[config.mk]
export PLATFORM = sky130hd
export DESIGN_NAME = dispatch_stage_flat
export DESIGN_NICKNAME = d
export VERILOG_FILES = /design/src/rtl/dispatch_stage_if.sv /design/src/rtl/dispatch_stage.sv /design/src/flat_wrapper.sv
export SDC_FILE = /design/constraint.sdc
export NUM_CORES = 1
export LEC_CHECK = 0
export ABC_CLOCK_PERIOD_IN_PS = 12800
export CORE_AREA = 8 8 230 232
export DETAILED_ROUTE_END_ITERATION = 10
export DIE_AREA = 0 0 238 240
export RECOVER_POWER = 25
export SYNTH_ARGS = -nofsm -noshare
export SYNTH_HDL_FRONTEND = slang
export SYNTH_SLANG_ARGS = --single-unit
[constraint.sdc]
create_clock -name clock -period 12.8 [get_ports clock]
set_input_delay 1.28 -clock clock [delete_from_list [all_inputs] [get_ports clock]]
set_output_delay 1.28 -clock clock [all_outputs]
set_load 0.005 [all_outputs]
[src/rtl/dispatch_stage_if.sv]
// Interface bundling every non-clock signal of the dispatch stage.
//   in_*        : rename -> dispatch handshake and instruction fields
//   out_*       : dispatch -> integer issue queue handshake, fields, source state
//   writeback*  : two writeback ports that clear busy bits (and bypass state)
//   flush_*     : redirect flush with the ROB index of the redirecting instruction
// Modports:
//   slave  : the dispatch stage itself
//   master : the surrounding pipeline (rename, issue queue, writeback, redirect)
interface dispatch_stage_if #(
  parameter int PREG_W    = 6,
  parameter int ROB_LOG   = 6,
  parameter int PAYLOAD_W = 256
);
  // rename side
  logic                 in_valid;
  logic                 in_ready;
  logic [PREG_W-1:0]    in_prs1;
  logic [PREG_W-1:0]    in_prs2;
  logic [PREG_W-1:0]    in_prd;
  logic                 in_src1_is_reg;
  logic                 in_src2_is_reg;
  logic                 in_need_to_wb;
  logic                 in_robidx_flag;
  logic [ROB_LOG-1:0]   in_robidx;
  logic [PAYLOAD_W-1:0] in_payload;

  // issue-queue side
  logic                 out_valid;
  logic                 out_ready;
  logic [PREG_W-1:0]    out_prs1;
  logic [PREG_W-1:0]    out_prs2;
  logic [PREG_W-1:0]    out_prd;
  logic                 out_src1_is_reg;
  logic                 out_src2_is_reg;
  logic                 out_need_to_wb;
  logic                 out_robidx_flag;
  logic [ROB_LOG-1:0]   out_robidx;
  logic [PAYLOAD_W-1:0] out_payload;
  logic                 out_src1_state;
  logic                 out_src2_state;

  // writeback ports
  logic                 writeback0_valid;
  logic                 writeback0_need_to_wb;
  logic [PREG_W-1:0]    writeback0_prd;
  logic                 writeback1_valid;
  logic                 writeback1_need_to_wb;
  logic [PREG_W-1:0]    writeback1_prd;

  // redirect
  logic                 flush_valid;
  logic                 flush_robidx_flag;
  logic [ROB_LOG-1:0]   flush_robidx;

  modport slave (
    input  in_valid, in_prs1, in_prs2, in_prd, in_src1_is_reg, in_src2_is_reg,
           in_need_to_wb, in_robidx_flag, in_robidx, in_payload,
    output in_ready,
    output out_valid, out_prs1, out_prs2, out_prd, out_src1_is_reg, out_src2_is_reg,
           out_need_to_wb, out_robidx_flag, out_robidx, out_payload,
           out_src1_state, out_src2_state,
    input  out_ready,
    input  writeback0_valid, writeback0_need_to_wb, writeback0_prd,
           writeback1_valid, writeback1_need_to_wb, writeback1_prd,
    input  flush_valid, flush_robidx_flag, flush_robidx
  );

  modport master (
    output in_valid, in_prs1, in_prs2, in_prd, in_src1_is_reg, in_src2_is_reg,
           in_need_to_wb, in_robidx_flag, in_robidx, in_payload,
    input  in_ready,
    input  out_valid, out_prs1, out_prs2, out_prd, out_src1_is_reg, out_src2_is_reg,
           out_need_to_wb, out_robidx_flag, out_robidx, out_payload,
           out_src1_state, out_src2_state,
    output out_ready,
    output writeback0_valid, writeback0_need_to_wb, writeback0_prd,
           writeback1_valid, writeback1_need_to_wb, writeback1_prd,
    output flush_valid, flush_robidx_flag, flush_robidx
  );
endinterface

[src/rtl/dispatch_stage.sv]
// Single-issue dispatch stage between rename and the integer issue queue.
// Holds one renamed instruction in a pipeline register and owns the
// physical-register busy table.
// Ports:
//   clock   : clock
//   reset_n : asynchronous active-low reset (clears held valid and busy table)
//   ifc     : dispatch_stage_if.slave -- rename handshake (in_*), issue-queue
//             handshake (out_*), per-source busy state with same-cycle
//             writeback bypass (out_src*_state), writeback ports 0/1 and flush.
module dispatch_stage #(
  parameter int PREG_NUM  = 64,
  parameter int PREG_W    = 6,
  parameter int ROB_LOG   = 6,
  parameter int PAYLOAD_W = 256
) (
  input  logic            clock,
  input  logic            reset_n,
  dispatch_stage_if.slave ifc
);

  logic                 in_ready_c;
  logic                 accept;
  logic                 younger;
  logic                 kill;
  logic                 wb0_clr;
  logic                 wb1_clr;

  logic                 vld_p1;
  logic [PREG_W-1:0]    prs1_p1;
  logic [PREG_W-1:0]    prs2_p1;
  logic [PREG_W-1:0]    prd_p1;
  logic                 src1_is_reg_p1;
  logic                 src2_is_reg_p1;
  logic                 need_to_wb_p1;
  logic                 robidx_flag_p1;
  logic [ROB_LOG-1:0]   robidx_p1;
  logic [PAYLOAD_W-1:0] payload_p1;

  logic [PREG_NUM-1:0]  busy;
  logic [PREG_NUM-1:0]  busy_nxt;

  // A source is still waiting when it reads a non-zero preg that is busy and
  // is not being written back in this very cycle. The issue queue only starts
  // snooping writebacks one cycle later, so the bypass here is what keeps a
  // same-cycle wakeup from being lost.
  function automatic logic src_busy(
    input logic                is_reg,
    input logic [PREG_W-1:0]   prs,
    input logic [PREG_NUM-1:0] tbl,
    input logic                clr0,
    input logic [PREG_W-1:0]   prd0,
    input logic                clr1,
    input logic [PREG_W-1:0]   prd1
  );
    logic hit0;
    logic hit1;
    hit0 = clr0 & (prd0 == prs);
    hit1 = clr1 & (prd1 == prs);
    return is_reg & (prs != '0) & tbl[prs] & ~hit0 & ~hit1;
  endfunction

  assign wb0_clr = ifc.writeback0_valid & ifc.writeback0_need_to_wb;
  assign wb1_clr = ifc.writeback1_valid & ifc.writeback1_need_to_wb;

  // A flush cycle never accepts: the incoming instruction may itself be on
  // the wrong path and rename will replay after the redirect.
  assign in_ready_c = ~ifc.flush_valid & (~vld_p1 | ifc.out_ready);
  assign accept     = ifc.in_valid & in_ready_c;

  // Age compare across the ROB wrap: with equal flags the smaller index is
  // older; differing flags invert that sense.
  assign younger = (ifc.flush_robidx_flag ^ robidx_flag_p1) ^ (ifc.flush_robidx < robidx_p1);
  assign kill    = ifc.flush_valid & vld_p1 & younger;

  // ---- stage p1: held instruction register ----
  always_ff @(posedge clock or negedge reset_n) begin
    if (!reset_n) begin
      vld_p1 <= 1'b0;
    end else if (accept) begin
      vld_p1 <= 1'b1;
    end else if (kill | ifc.out_ready) begin
      vld_p1 <= 1'b0;
    end
  end

  // Data is only loaded on accept; it is meaningless while vld_p1 is low.
  always_ff @(posedge clock) begin
    if (accept) begin
      prs1_p1        <= ifc.in_prs1;
      prs2_p1        <= ifc.in_prs2;
      prd_p1         <= ifc.in_prd;
      src1_is_reg_p1 <= ifc.in_src1_is_reg;
      src2_is_reg_p1 <= ifc.in_src2_is_reg;
      need_to_wb_p1  <= ifc.in_need_to_wb;
      robidx_flag_p1 <= ifc.in_robidx_flag;
      robidx_p1      <= ifc.in_robidx;
      payload_p1     <= ifc.in_payload;
    end
  end

  // ---- busy table ----
  // Clears are applied before the set so that a preg reallocated in the same
  // cycle as its old writeback ends up busy. Preg 0 is the zero register.
  always_comb begin
    busy_nxt = busy;
    if (wb0_clr) busy_nxt[ifc.writeback0_prd] = 1'b0;
    if (wb1_clr) busy_nxt[ifc.writeback1_prd] = 1'b0;
    if (accept & ifc.in_need_to_wb & (ifc.in_prd != '0)) busy_nxt[ifc.in_prd] = 1'b1;
    busy_nxt[0] = 1'b0;
  end

  always_ff @(posedge clock or negedge reset_n) begin
    if (!reset_n) begin
      busy <= '0;
    end else begin
      busy <= busy_nxt;
    end
  end

  // ---- outputs ----
  assign ifc.in_ready        = in_ready_c;
  assign ifc.out_valid       = vld_p1;
  assign ifc.out_prs1        = prs1_p1;
  assign ifc.out_prs2        = prs2_p1;
  assign ifc.out_prd         = prd_p1;
  assign ifc.out_src1_is_reg = src1_is_reg_p1;
  assign ifc.out_src2_is_reg = src2_is_reg_p1;
  assign ifc.out_need_to_wb  = need_to_wb_p1;
  assign ifc.out_robidx_flag = robidx_flag_p1;
  assign ifc.out_robidx      = robidx_p1;
  assign ifc.out_payload     = payload_p1;

  // Gated by vld_p1 so the state reads 0 after reset even though the
  // unreset data registers hold arbitrary preg numbers.
  assign ifc.out_src1_state = vld_p1 & src_busy(src1_is_reg_p1, prs1_p1, busy,
                                                wb0_clr, ifc.writeback0_prd,
                                                wb1_clr, ifc.writeback1_prd);
  assign ifc.out_src2_state = vld_p1 & src_busy(src2_is_reg_p1, prs2_p1, busy,
                                                wb0_clr, ifc.writeback0_prd,
                                                wb1_clr, ifc.writeback1_prd);

endmodule

[src/flat_wrapper.sv]
// flat-port wrapper written by rule: the top's interface ports become plain ports
module dispatch_stage_flat 
#(
  parameter int PREG_NUM  = 64,
  parameter int PREG_W    = 6,
  parameter int ROB_LOG   = 6,
  parameter int PAYLOAD_W = 256
)
  (clock, reset_n, ifc_in_valid, ifc_in_prs1, ifc_in_prs2, ifc_in_prd, ifc_in_src1_is_reg, ifc_in_src2_is_reg, ifc_in_need_to_wb, ifc_in_robidx_flag, ifc_in_robidx, ifc_in_payload, ifc_in_ready, ifc_out_valid, ifc_out_prs1, ifc_out_prs2, ifc_out_prd, ifc_out_src1_is_reg, ifc_out_src2_is_reg, ifc_out_need_to_wb, ifc_out_robidx_flag, ifc_out_robidx, ifc_out_payload, ifc_out_src1_state, ifc_out_src2_state, ifc_out_ready, ifc_writeback0_valid, ifc_writeback0_need_to_wb, ifc_writeback0_prd, ifc_writeback1_valid, ifc_writeback1_need_to_wb, ifc_writeback1_prd, ifc_flush_valid, ifc_flush_robidx_flag, ifc_flush_robidx);
  dispatch_stage_if #(.PREG_W(PREG_W), .ROB_LOG(ROB_LOG), .PAYLOAD_W(PAYLOAD_W)) ifc_i ();
  input  logic clock;
  input  logic reset_n;
  input wire logic [$bits(ifc_i.in_valid)-1:0] ifc_in_valid;
  input wire logic [$bits(ifc_i.in_prs1)-1:0] ifc_in_prs1;
  input wire logic [$bits(ifc_i.in_prs2)-1:0] ifc_in_prs2;
  input wire logic [$bits(ifc_i.in_prd)-1:0] ifc_in_prd;
  input wire logic [$bits(ifc_i.in_src1_is_reg)-1:0] ifc_in_src1_is_reg;
  input wire logic [$bits(ifc_i.in_src2_is_reg)-1:0] ifc_in_src2_is_reg;
  input wire logic [$bits(ifc_i.in_need_to_wb)-1:0] ifc_in_need_to_wb;
  input wire logic [$bits(ifc_i.in_robidx_flag)-1:0] ifc_in_robidx_flag;
  input wire logic [$bits(ifc_i.in_robidx)-1:0] ifc_in_robidx;
  input wire logic [$bits(ifc_i.in_payload)-1:0] ifc_in_payload;
  output wire logic [$bits(ifc_i.in_ready)-1:0] ifc_in_ready;
  output wire logic [$bits(ifc_i.out_valid)-1:0] ifc_out_valid;
  output wire logic [$bits(ifc_i.out_prs1)-1:0] ifc_out_prs1;
  output wire logic [$bits(ifc_i.out_prs2)-1:0] ifc_out_prs2;
  output wire logic [$bits(ifc_i.out_prd)-1:0] ifc_out_prd;
  output wire logic [$bits(ifc_i.out_src1_is_reg)-1:0] ifc_out_src1_is_reg;
  output wire logic [$bits(ifc_i.out_src2_is_reg)-1:0] ifc_out_src2_is_reg;
  output wire logic [$bits(ifc_i.out_need_to_wb)-1:0] ifc_out_need_to_wb;
  output wire logic [$bits(ifc_i.out_robidx_flag)-1:0] ifc_out_robidx_flag;
  output wire logic [$bits(ifc_i.out_robidx)-1:0] ifc_out_robidx;
  output wire logic [$bits(ifc_i.out_payload)-1:0] ifc_out_payload;
  output wire logic [$bits(ifc_i.out_src1_state)-1:0] ifc_out_src1_state;
  output wire logic [$bits(ifc_i.out_src2_state)-1:0] ifc_out_src2_state;
  input wire logic [$bits(ifc_i.out_ready)-1:0] ifc_out_ready;
  input wire logic [$bits(ifc_i.writeback0_valid)-1:0] ifc_writeback0_valid;
  input wire logic [$bits(ifc_i.writeback0_need_to_wb)-1:0] ifc_writeback0_need_to_wb;
  input wire logic [$bits(ifc_i.writeback0_prd)-1:0] ifc_writeback0_prd;
  input wire logic [$bits(ifc_i.writeback1_valid)-1:0] ifc_writeback1_valid;
  input wire logic [$bits(ifc_i.writeback1_need_to_wb)-1:0] ifc_writeback1_need_to_wb;
  input wire logic [$bits(ifc_i.writeback1_prd)-1:0] ifc_writeback1_prd;
  input wire logic [$bits(ifc_i.flush_valid)-1:0] ifc_flush_valid;
  input wire logic [$bits(ifc_i.flush_robidx_flag)-1:0] ifc_flush_robidx_flag;
  input wire logic [$bits(ifc_i.flush_robidx)-1:0] ifc_flush_robidx;
  assign ifc_i.in_valid = ifc_in_valid;
  assign ifc_i.in_prs1 = ifc_in_prs1;
  assign ifc_i.in_prs2 = ifc_in_prs2;
  assign ifc_i.in_prd = ifc_in_prd;
  assign ifc_i.in_src1_is_reg = ifc_in_src1_is_reg;
  assign ifc_i.in_src2_is_reg = ifc_in_src2_is_reg;
  assign ifc_i.in_need_to_wb = ifc_in_need_to_wb;
  assign ifc_i.in_robidx_flag = ifc_in_robidx_flag;
  assign ifc_i.in_robidx = ifc_in_robidx;
  assign ifc_i.in_payload = ifc_in_payload;
  assign ifc_in_ready = ifc_i.in_ready;
  assign ifc_out_valid = ifc_i.out_valid;
  assign ifc_out_prs1 = ifc_i.out_prs1;
  assign ifc_out_prs2 = ifc_i.out_prs2;
  assign ifc_out_prd = ifc_i.out_prd;
  assign ifc_out_src1_is_reg = ifc_i.out_src1_is_reg;
  assign ifc_out_src2_is_reg = ifc_i.out_src2_is_reg;
  assign ifc_out_need_to_wb = ifc_i.out_need_to_wb;
  assign ifc_out_robidx_flag = ifc_i.out_robidx_flag;
  assign ifc_out_robidx = ifc_i.out_robidx;
  assign ifc_out_payload = ifc_i.out_payload;
  assign ifc_out_src1_state = ifc_i.out_src1_state;
  assign ifc_out_src2_state = ifc_i.out_src2_state;
  assign ifc_i.out_ready = ifc_out_ready;
  assign ifc_i.writeback0_valid = ifc_writeback0_valid;
  assign ifc_i.writeback0_need_to_wb = ifc_writeback0_need_to_wb;
  assign ifc_i.writeback0_prd = ifc_writeback0_prd;
  assign ifc_i.writeback1_valid = ifc_writeback1_valid;
  assign ifc_i.writeback1_need_to_wb = ifc_writeback1_need_to_wb;
  assign ifc_i.writeback1_prd = ifc_writeback1_prd;
  assign ifc_i.flush_valid = ifc_flush_valid;
  assign ifc_i.flush_robidx_flag = ifc_flush_robidx_flag;
  assign ifc_i.flush_robidx = ifc_flush_robidx;
  dispatch_stage #(.PREG_NUM(PREG_NUM), .PREG_W(PREG_W), .ROB_LOG(ROB_LOG), .PAYLOAD_W(PAYLOAD_W)) u_core (.clock(clock), .reset_n(reset_n), .ifc(ifc_i));
endmodule
==> results of run 1 <==
==> cell type report <==
cell class / instances / share of cell area [%]
Clock inverter: 19 / 0.709
Inverter: 19 / 0.331
Sequential cell: 348 / 47.1
Timing Repair Buffer: 614 / 28.4
Antenna cell: 33 / 0.384
Multi-Input combinational cell: 341 / 14.0
Tap cell: 672 / 3.91
Clock buffer: 53 / 5.22
==> how the worst min path moves through the flow <==
stage	cells past startpoint	endpoint	slack, ns	from
finish	1	u_core.busy[20]	0.52	u_core.busy[20]
global route	1	u_core.busy[51]	0.53	u_core.busy[51]
CTS	1	u_core.busy[21]	0.52	u_core.busy[21]
detailed placement	1	u_core.busy[21]	0.50	u_core.busy[21]
global placement	1	u_core.busy[53]	0.49	u_core.busy[53]
floorplan	1	u_core.busy[21]	0.47	u_core.busy[21]
==> through the flow <==
stage          total power, uW  setup slack [ns]  util [%]
2_1_floorplan             1440              1.81         -
3_3_place_gp              1660              7.81      40.8
3_5_place_dp              1660              7.74      40.8
4_1_cts                   2800              8.11      43.4
5_1_grt                   2840              7.95      43.5
6_report                  2750              8.06      43.5
==> cells by family after synthesis <==
logic type	share of synthesized area, %
flops	75.4
simple gates	5.13
buf+inv	2.38
compound gates	8.94
fa+ha+maj	0.465
mux	6.11
xor+xnor	1.63
==> per-layer routing <==
layer / part of all wire (%) / wire length (um) / global-route usage [%] / up-vias
met2: 49 / 32000 / 37.7 / 646
met4: 1.8 / 1180 / 3.57 / 52
met3: 14 / 9470 / 13.3 / 147
met5: 0.50 / 326 / 0 / -
met1: 34 / 22400 / 23.6 / 4990
li1: - / - / - / 4317
==> Yosys cell counts (all sizes together) (3+ instances only) <==
cell type,number,area share [%]
nor4,9,0.47
clkbuf,6,0.54
buf,30,1.3
nand2,17,0.47
ha,5,0.47
dfrtp,64,12
xor2,13,0.85
edfxtp,284,63
mux2i,13,0.97
o41ai,3,0.20
o221ai,6,0.39
nor3,19,1.1
mux2,3,0.25
nor3b,9,0.50
mux4,28,4.9
nor2,22,0.63
nand2b,11,0.51
xnor2,12,0.78
nand4,9,0.42
o21ai,3,0.11
nand3,8,0.30
and3b,4,0.26
a22o,55,3.6
inv,19,0.53
a21oi,5,0.19
a22oi,55,3.1
o31ai,5,0.28
==> power by group through the flow <==
stage	Combinational (uW)	Clock, uW	Sequential [uW]
final	299	1130	1320
after global routing	314	1200	1330
after CTS	317	1160	1320
after detailed placement	316	0	1340
after global placement	314	0	1340
after floorplan	85.2	0	1350
==> worst max-delay path, cell delays in order <==
cell             delay, ns
clkdlybuf4s50_1       0.85
xor2_1                0.20
nor4_1                0.08
nand4_1               0.10
nand3_1               0.09
a211oi_1              0.28
clkdlybuf4s50_1       0.57
==> impl_metrics.yaml, run 1 <==
global_routing:
  antenna_found_initial: 74
  grt_pass1_wl_um: 87800
  globalRouteOverflowTotal: 0
  grt_pass1_vias: 10414
  grt_max_degree: 83
  grt.total_usage_pct: 22.0
place:
  gp_congestion: 0.900
  dp.cells: 1994
  port_buffers: 599
  place_area_mm2: 0.0202
  dp_hpwl_um: 52000
yosys:
  yosys_warnings: 0
  synth-edff-count: 284
  syn_inst: 744
  synth_ff_type: "edfxtp_1"
  synthArstFlopShare_pct: 18.4
  synth_seq_cells: 348
  avgSynthCellArea_um2: 18.1
  syn-cell-area_mm2: 0.0134
  synth-seq-area-share_pct: 75.4
  synth_cell_type_count: 55
  syn-num-nets: 1061
layout:
  drive_gt1_share_pct: 8.25
  layout_common_cells: "352 x clkdlybuf4s50_1, 284 x edfxtp_1, 246 x dlygate4sd3_1"
  stdcell_count: 2099
  largest_reg_flops: 256
  post-route-cell-area_mm2: 0.0215
  fillers: 4550
  regArea_mm2: 0.0101
  final_nets: 1682
  layout_commonest_cell: "clkdlybuf4s50_1"
  syn2layout_area_growth_pct: 60.1
  multi_input_area_mm2: 0.00302
critical_path:
  rr_worst_depth: 5
  reg2reg_from: "u_core.ifc.out_valid"
  cp_max_fo: 10
  endpoint: "ifc_out_src2_state"
  cp.required_ns: 11.52
  r2r_setup_slack_ns: 9.01
  crit_path_start: "ifc_writeback0_prd[3]"
  crit_path_end_kind: "output pin"
  path_class: "in -> out"
  arrival_ns: 3.46
  regToRegEndpoint: "u_core.ifc.out_payload[85]"
  start_kind: "input pin"
timing:
  slew_headroom_pct: 18.3
  post-route-min-period_ns: 4.74
  worstMarginPinSlew_ns: 1.22
  skew_ns: 0.0138
  holdWs_ns: 0.520
  rsz0062_at_grt: "no"
  finalCritPeriodShare_pct: 37.0
  max_freq_mhz: 211
  finalMaxSlewViolations: 0
  hold_viol: 0
  finalSetupViolations: 0
  fin_tns_setup_ns: 0
cts:
  h-tree-depth: 2
  clkTransAtPathRegs_ns: 0.06
  cts_tree: "yes"
  clock_latency_ns: 0.54
  post_cts_resized: 0
  root_buffer: "clkbuf_16"
  cts_hold_buf: 0
  post-cts-setup-buffers: 0
  cts_inserted_buffers: 41
  clock_sinks: 348
  clockBufferDepth: 3
route:
  wl_um: 65400
  drtIter0Drc: 1167
  ant_nets: 0
  vias_per_cell: 4.84
  wl_per_cell_um: 31.1
  drc_errors: 0
  firstDrtPassIters: 5
  routed-via-count: 10152
power_and_ir_drop:
  clockPowerShare_pct: 41.0
  intPower_uw: 2120
  power.leakage_uw: 0.00763
  pwr-share-seq_pct: 48.1
  irDropWorstVdd_mv: 0.0997
  switching_power_uw: 629
  p_per_area_mw_per_mm2: 128
  pwr-share-comb_pct: 10.9
  swShare_pct: 22.9
status:
  status: "finished clean"
floorplan:
  initial_core_util_pct: 27.2
  num_rows: 82
  dieHeight_um: 240
  coreArea_mm2: 0.0495
  num_io_pins: 600
  fp.dieW_um: 238
  die_area_mm2: 0.0571
min_path:
  hold_class: "reg -> reg"
flow_run:
  drv_cap: 0
No activity file was read; power rests on OpenSTA's default activity.
==> inputs of run 2 (changes only) <==
--- a/config.mk
+++ b/config.mk
@@ -5,7 +5,7 @@
 export SDC_FILE = /design/constraint.sdc
 export NUM_CORES = 1
 export LEC_CHECK = 0
-export ABC_CLOCK_PERIOD_IN_PS = 12800
+export ABC_CLOCK_PERIOD_IN_PS = 4780
 export CORE_AREA = 8 8 230 232
 export DETAILED_ROUTE_END_ITERATION = 10
 export DIE_AREA = 0 0 238 240
==> constraint.sdc (replaced) <==
create_clock -name clock -period 4.78 [get_ports clock]
set_input_delay 0.478 -clock clock [delete_from_list [all_inputs] [get_ports clock]]
set_output_delay 0.478 -clock clock [all_outputs]
set_load 0.005 [all_outputs]
==> impl_metrics.yaml, run 2 (synthesis results as in run 1) <==
layout:
  layout_commonest_cell: "clkdlybuf4s50_1"
  layout_common_cells: "352 x clkdlybuf4s50_1, 284 x edfxtp_1, 246 x dlygate4sd3_1"
  largest_reg_flops: 256
  final_nets: 1679
  post-route-cell-area_mm2: 0.0216
  syn2layout_area_growth_pct: 60.4
  drive_gt1_share_pct: 8.18
  fillers: 4508
power_and_ir_drop:
  pwr-share-comb_pct: 10.4
  swShare_pct: 23.3
  p_per_area_mw_per_mm2: 346
  irDropWorstVdd_mv: 0.260
  pwr-share-seq_pct: 47.7
  power.leakage_uw: 0.00764
  switching_power_uw: 1740
  clockPowerShare_pct: 41.9
  intPower_uw: 5730
min_path:
  hold_class: "in -> async"
timing:
  finalMaxSlewViolations: 0
  finalCritPeriodShare_pct: 85.7
  final.setup.worst_slack_ns: 0.684
  max_freq_mhz: 244
  holdWs_ns: 0.119
  worstMarginPinSlew_ns: 1.25
  skew_ns: 0.0199
  hold_viol: 0
  finalSetupViolations: 0
  slew_headroom_pct: 15.9
  fin_tns_setup_ns: 0
  post-route-min-period_ns: 4.10
  rsz0062_at_grt: "no"
flow_run:
  drv_cap: 0
critical_path:
  regToRegEndpoint: "u_core.busy[6]"
  arrival_ns: 3.62
  start_kind: "flop"
  rr_worst_depth: 6
  cp_max_fo: 19
  path_class: "reg -> out"
  endpoint: "ifc_out_src1_state"
  cp.required_ns: 4.30
  r2r_setup_slack_ns: 1.93
  crit_path_start: "u_core.ifc.out_prs1[0]"
  reg2reg_from: "u_core.ifc.out_valid"
  crit_path_end_kind: "output pin"
place:
  port_buffers: 599
  dp_hpwl_um: 51800
  place_area_mm2: 0.0201
  gp_congestion: 0.961
  pre_cts_ws_ns: 1.27
route:
  firstDrtPassIters: 6
  ant_nets: 0
  drtIter0Drc: 1145
  vias_per_cell: 4.89
  wl_um: 65200
  wl_per_cell_um: 31.2
  routed-via-count: 10225
  drc_errors: 0
floorplan:
  coreArea_mm2: 0.0495
  fp.dieW_um: 238
  num_io_pins: 600
  initial_core_util_pct: 27.2
  dieHeight_um: 240
  die_area_mm2: 0.0571
  num_rows: 82
cts:
  cts_hold_buf: 0
  post-cts-setup-buffers: 0
  cts_inserted_buffers: 43
  post_cts_resized: 0
  cts_tree: "yes"
  h-tree-depth: 2
  clock_sinks: 348
  clkTransAtPathRegs_ns: 0.06
  clockBufferDepth: 3
  clock_latency_ns: 0.58
  root_buffer: "clkbuf_16"
global_routing:
  globalRouteOverflowTotal: 0
  grt_pass1_vias: 10321
  antenna_found_initial: 71
  grt_pass1_wl_um: 87200
  grt.total_usage_pct: 22.0
  grt_max_degree: 181
status:
  status: "finished clean"
## run 2: area by class of cell
cell class / count / area [um2] / area share (%)
well taps: 672 / 841 / 3.90
clock inverters: 22 / 201 / 0.934
inverters: 19 / 71.3 / 0.331
flip-flops and latches: 348 / 10100 / 47.0
clock buffers: 55 / 1150 / 5.34
diodes: 23 / 57.6 / 0.267
multi-input cells: 341 / 3030 / 14.0
repair buffers: 609 / 6080 / 28.2
## run 2: per-stage QoR
step	cells	util (%)	power, uW
final	2089	43.6	7470
after global routing	2083	43.6	7720
after detailed placement	1989	40.7	4440
after floorplan	744	-	3820
after CTS	2066	43.5	7590
after global placement	1989	40.7	4430
## run 2: worst min path at each step
stage	end	cells after the start	start
global placement	u_core.busy[28]	1	u_core.busy[28]
floorplan	u_core.busy[10]	0	reset_n
global route	u_core.busy[8]	2	reset_n
detailed placement	u_core.busy[24]	1	u_core.busy[24]
CTS	u_core.busy[8]	2	reset_n
finish	u_core.busy[8]	2	reset_n
## run 2: power groups by stage
stage | logic (uW) | registers [uW] | clock network, uW
after floorplan | 229 | 3590 | 0
after global placement | 817 | 3610 | 0
after detailed placement | 825 | 3620 | 0
after CTS | 828 | 3560 | 3210
after global routing | 824 | 3570 | 3330
final | 780 | 3560 | 3130
## run 2: routing by layer
metal / vias to the layer above / wire (um) / global-route usage, %
met5: - / 384 / 0
met1: 4955 / 21700 / 23.4
met2: 721 / 31700 / 37.3
met3: 189 / 9620 / 12.7
met4: 58 / 1790 / 5.43
li1: 4302 / - / -
## run 2: critical path: stages (launching register included)
cell and delay, ns:
edfxtp_1 1.03, mux4_2 0.62, and4b_1 0.21, a31oi_1 0.14
nand3_1 0.09, o31ai_1 0.33, a21oi_1 0.16, clkdlybuf4s50_1 0.48
